$ cat config.mk
export PLATFORM = sky130hd
export DESIGN_NAME = uart_tx_feeder
export DESIGN_NICKNAME = d
export VERILOG_FILES = /design/src/rtl/uart_tx_feeder.sv
export SDC_FILE = /design/constraint.sdc
export NUM_CORES = 1
export LEC_CHECK = 0
export ABC_AREA = 1
export BUFFER_PORTS_ARGS = -buffer_cell sky130_fd_sc_hd__buf_4
export CAP_MARGIN = 5
export CORE_UTILIZATION = 56
export DETAILED_ROUTE_END_ITERATION = 12
export PLACE_DENSITY = 0.84
export SYNTH_ARGS = -nofsm -noshare
export SYNTH_HDL_FRONTEND = slang
export SYNTH_SLANG_ARGS = --single-unit
$ cat constraint.sdc
create_clock -name clk_i -period 1.65 [get_ports clk_i]
set_clock_uncertainty 0.15 [all_clocks]
set_input_delay 0.0825 -clock clk_i [delete_from_list [all_inputs] [get_ports clk_i]]
set_output_delay 0.0825 -clock clk_i [all_outputs]
set_load 0.02 [all_outputs]
$ cat src/rtl/uart_tx_feeder.sv
// uart_tx_feeder: byte FIFO in front of uart_top. Releases one byte per
// transmitter frame, pacing on the synchronized uart_done_flag rise.
module uart_tx_feeder #(
  parameter int unsigned DEPTH      = 16,
  parameter int unsigned AW         = 4,
  parameter int unsigned START_HOLD = 64,
  parameter int unsigned TIMEOUT    = 1048576
) (
  input  logic          clk_i,
  input  logic          sys_rst_n,
  input  logic          wr_en_i,
  input  logic [7:0]    wr_data_i,
  input  logic          clr_err_i,
  output logic          full_o,
  output logic          empty_o,
  output logic [AW:0]   level_o,
  output logic          busy_o,
  output logic          overflow_o,
  output logic          timeout_o,
  output logic          uartWen,
  output logic [7:0]    uartWData,
  output logic          uart_start,
  input  logic          uart_done_flag
);

  localparam int unsigned CW = 24;
  localparam int unsigned LW = AW + 1;

  localparam logic [1:0] S_IDLE  = 2'd0;
  localparam logic [1:0] S_START = 2'd1;
  localparam logic [1:0] S_WAIT  = 2'd2;

  localparam logic [CW-1:0] HOLD_LOAD = CW'(START_HOLD - 1);
  localparam logic [CW-1:0] TO_LAST   = CW'(TIMEOUT - 1);
  localparam logic [LW-1:0] LVL_FULL  = LW'(DEPTH);

  logic [1:0]    state, state_nxt;
  logic [CW-1:0] cnt, cnt_nxt;
  logic          pop_c;
  logic          to_evt_c;

  logic [7:0]    mem [DEPTH];
  logic [AW-1:0] wr_ptr, rd_ptr;
  logic [LW-1:0] level_nxt;
  logic          push_c;
  logic          ovf_evt_c;

  logic          sync1, sync2, sync3;
  logic          done_rise_c;

  // A write is only taken when the FIFO was not full at the edge; a pop the
  // same cycle does not rescue it.
  assign push_c      = wr_en_i & ~full_o;
  assign ovf_evt_c   = wr_en_i & full_o;
  assign done_rise_c = sync2 & ~sync3;
  assign busy_o      = (state != S_IDLE);

  // Two-flop synchronizer plus one edge-detect stage for the baud-domain done.
  always_ff @(posedge clk_i or negedge sys_rst_n) begin
    if (!sys_rst_n) begin
      sync1 <= 1'b0;
      sync2 <= 1'b0;
      sync3 <= 1'b0;
    end else begin
      sync1 <= uart_done_flag;
      sync2 <= sync1;
      sync3 <= sync2;
    end
  end

  // FSM state and shared hold/timeout counter.
  always_ff @(posedge clk_i or negedge sys_rst_n) begin
    if (!sys_rst_n) begin
      state <= S_IDLE;
      cnt   <= '0;
    end else begin
      state <= state_nxt;
      cnt   <= cnt_nxt;
    end
  end

  // Next-state logic: pop in IDLE, hold request in START, await done in WAIT.
  always_comb begin
    state_nxt = state;
    cnt_nxt   = cnt;
    pop_c     = 1'b0;
    to_evt_c  = 1'b0;
    case (state)
      S_IDLE: begin
        if (!empty_o) begin
          pop_c     = 1'b1;
          cnt_nxt   = HOLD_LOAD;
          state_nxt = S_START;
        end
      end
      S_START: begin
        if (cnt == '0) begin
          cnt_nxt   = '0;
          state_nxt = S_WAIT;
        end else begin
          cnt_nxt = cnt - CW'(1);
        end
      end
      S_WAIT: begin
        if (done_rise_c) begin
          state_nxt = S_IDLE;
        end else if (cnt == TO_LAST) begin
          to_evt_c  = 1'b1;
          state_nxt = S_IDLE;
        end else begin
          cnt_nxt = cnt + CW'(1);
        end
      end
      default: state_nxt = S_IDLE;
    endcase
  end

  // Next FIFO occupancy from the accepted push and the pop.
  always_comb begin
    level_nxt = level_o;
    if (push_c && !pop_c) begin
      level_nxt = level_o + LW'(1);
    end else if (!push_c && pop_c) begin
      level_nxt = level_o - LW'(1);
    end
  end

  // FIFO storage; contents are don't-care until written.
  always_ff @(posedge clk_i) begin
    if (push_c) begin
      mem[wr_ptr] <= wr_data_i;
    end
  end

  // Pointers, level and registered full/empty flags.
  always_ff @(posedge clk_i or negedge sys_rst_n) begin
    if (!sys_rst_n) begin
      wr_ptr  <= '0;
      rd_ptr  <= '0;
      level_o <= '0;
      full_o  <= 1'b0;
      empty_o <= 1'b1;
    end else begin
      if (push_c) begin
        wr_ptr <= wr_ptr + AW'(1);
      end
      if (pop_c) begin
        rd_ptr <= rd_ptr + AW'(1);
      end
      level_o <= level_nxt;
      full_o  <= (level_nxt == LVL_FULL);
      empty_o <= (level_nxt == '0);
    end
  end

  // Transmitter request registers; data changes only on a pop.
  always_ff @(posedge clk_i or negedge sys_rst_n) begin
    if (!sys_rst_n) begin
      uartWData  <= '0;
      uart_start <= 1'b0;
      uartWen    <= 1'b0;
    end else begin
      if (pop_c) begin
        uartWData <= mem[rd_ptr];
      end
      uart_start <= (state == S_START);
      uartWen    <= (state == S_START);
    end
  end

  // Sticky error flags; a set event beats a simultaneous clear.
  always_ff @(posedge clk_i or negedge sys_rst_n) begin
    if (!sys_rst_n) begin
      overflow_o <= 1'b0;
      timeout_o  <= 1'b0;
    end else begin
      if (ovf_evt_c) begin
        overflow_o <= 1'b1;
      end else if (clr_err_i) begin
        overflow_o <= 1'b0;
      end
      if (to_evt_c) begin
        timeout_o <= 1'b1;
      end else if (clr_err_i) begin
        timeout_o <= 1'b0;
      end
    end
  end

endmodule
==> impl_metrics.json <==
{
  "placed_area_sq_um": 10700,
  "end_kind": "register",
  "netlist-cell-type-count": 38,
  "arrival_ps": 2150,
  "status": "finished, violations left",
  "rows": 46,
  "cts_buffer_depth": 2,
  "drive_above_1_share": 0.366,
  "timing.fmax_ghz": 0.509,
  "drt_first_pass_iters": 6,
  "cts_tree": "yes",
  "synth_area_sq_um": 9060,
  "cts-root-buf": "clkbuf_16",
  "max_cap_violations": 0,
  "grt_pass1_vias": 7855,
  "antenna_found_initial": 0,
  "fin_nets": 1236,
  "boundaryPins": 33,
  "timing.final.ws_setup_ps": -314,
  "dieArea_sq_um": 16700,
  "totalPowerFinal_w": 0.0119,
  "fin_area_sq_um": 12700,
  "rsz0062_at_grt": "yes",
  "powerDensity_nw_per_um2": 940,
  "hpwl_um": 15600,
  "synth_edf_count": 128,
  "synth_top_area_frac": 0.424,
  "drc": 0,
  "grt_pass1_wl_um": 40100,
  "period_share": 1.19,
  "slew_violations": 0,
  "synthFlopType": "edfxtp_1",
  "clk_pin_slew_ps": 80,
  "vdd.ir_drop.worst_v": 0.00104,
  "post-synth-top-area-cell": "edfxtp_1",
  "ant_nets": 0,
  "die_x_um": 129,
  "cpLargestDelayFamily": "simple AND/OR/NAND/NOR gates",
  "tightest_slew_ps": 520,
  "power_leakage_nw": 5.42,
  "yosys.cell_count.top_type": "nand2_1",
  "failed_checks": "negative hold slack, negative setup slack",
  "synth_area_leaders": "edfxtp_1, dfrtp_1, nand2_1, nand3_1, nor2_1",
  "syn-num-nets": 1041,
  "core-area_sq_um": 15800,
  "ys_seq_area_frac": 0.576,
  "grt_start_max_net_pins": 59,
  "crit_fanout": 3,
  "die_h_um": 129,
  "ys_warn_count": 0,
  "start_util": 0.572,
  "path_depth": 10,
  "maxSlewHeadroom": 0.653,
  "synth_cells": 1014,
  "worstSetupPathType": "reg -> reg",
  "place_congestion": 0.991,
  "cts_htree_levels": 4,
  "area_delta_synth_final_pct": 39.8,
  "grt_use_total": 0.323,
  "synth-seq-cells": 183,
  "critPathBufInv": 3,
  "hold_ws_ps": -9.55,
  "grt_overflow_total": 0,
  "first_iter_violations": 1447,
  "hold_viol_final": 4,
  "start_kind": "register",
  "fill_cells": 788,
  "via_per_inst": 6.23,
  "min_period_ps": 1960,
  "wirelength_um": 33200,
  "num_vias": 8957,
  "postSynth.asyncResetShare": 0.301,
  "required_ps": 1830,
  "hold_class": "in -> async",
  "wire_per_inst_um": 23.1,
  "path_cells": "buf_6 -> nand3_1 -> buf_4 -> nor3_2 -> buf_4 -> a21oi_1 -> o21ai_2 -> nand3_2 -> nand2_1 -> nand2_1",
  "r2r.worst_path.cells": 10,
  "io_buffers": 32,
  "max_stage_delay_ps": 440,
  "avgSynthCellArea_sq_um": 8.93,
  "synth_common_cells": "nand2_1, edfxtp_1, nand3_1",
  "setup_viol": 53,
  "clock_sinks": 183,
  "cts_made_buffers": 17,
  "crit_slowest_cell": "dfrtp_1",
  "clkLatencyLatePin_ps": 450,
  "num_antenna_cells": 0
}
## sequential cells by signal, summed over array words and instances, names as in the netlist, 2 cells and up
| register | flops |
|---|---|
| uartWData | 8 |
| wr_ptr | 4 |
| cnt | 24 |
| rd_ptr | 4 |
| mem | 128 |
| level_o | 5 |
| state | 2 |
## where the power goes
part / internal [W] / switching [W]
Sequential: 0.00537 / 0.000254
Clock: 0.00220 / 0.00215
Combinational: 0.000738 / 0.00120
Total: 0.00830 / 0.00360
## what timing repair did
item	CTS	global route
resized for setup	58	195
hold buffers	13	0
buffers inserted	10	13
setup endpoints to repair	67	153
endpoints found under the hold margin	188	0
pin swaps	18	57
cloned	1	9
## cell usage in the layout (no fill, tap or decap), types with 9 or more instances in the layout
master	count
o21ai_0	15
buf_6	23
dfrtp_2	9
dfrtp_1	45
xor2_1	13
nand3_2	36
o21ai_2	11
ha_1	9
nor2_4	17
nor2_2	25
a21oi_2	16
a21oi_1	31
inv_8	11
dlygate4sd3_1	13
nand2_4	17
nand2_1	289
buf_12	18
nor2_1	58
o21ai_1	10
edfxtp_1	128
inv_1	56
nand3_1	88
clkbuf_16	23
buf_4	158
nand2_2	39
## cell type report
type                       count  area (sq um)  area share
clock inverter                14           178      0.0140
sequential                   183          5230       0.413
multi-input combinational    717          4140       0.327
tap                          216           270      0.0214
timing repair buffer         220          2120       0.167
timing repair inverter         1          11.3    0.000890
inverter                      69           279      0.0220
clock buffer                  18           429      0.0339
## path summary, 6_finish.rpt
path                                     start           end  slack (ps)
worst max register to register          cnt[0]        cnt[5]        -310
worst min-delay path                 sys_rst_n  uartWData[6]         -10
worst max-delay path                    cnt[0]        cnt[5]        -310
max in group asynchronous            sys_rst_n       empty_o         760
worst min register to register           sync1         sync2         210
min in group clk_i              uart_done_flag         sync1         140
## cell families after synthesis
kind of cell,count (synthesis),synth area share
simple gates,586,0.274
flops,183,0.576
buf+inv,114,0.0543
compound gates,98,0.0580
xor+xnor,19,0.0184
fa+ha+maj,14,0.0193
## routing by layer
layer | track usage | up-vias | part of all wire
met1 | 0.381 | 4158 | 0.33
li1 | - | 3743 | -
met3 | 0.0640 | 240 | 0.11
met4 | 0.180 | 0 | 0.077
met5 | 0 | - | 0
met2 | 0.555 | 816 | 0.48
## metrics by stage
stage / setup TNS (ps) / worst slack [ps] / util / std cells
2_1_floorplan: -5060 / -77.5 / - / 1014
3_3_place_gp: -3950 / -155 / 0.673 / 1362
3_5_place_dp: -6450 / -214 / 0.673 / 1362
4_1_cts: -3580 / -156 / 0.738 / 1417
5_1_grt: -13420 / -497 / 0.800 / 1438
6_report: -7680 / -314 / 0.800 / 1438
(Power assumes the default switching activity.)
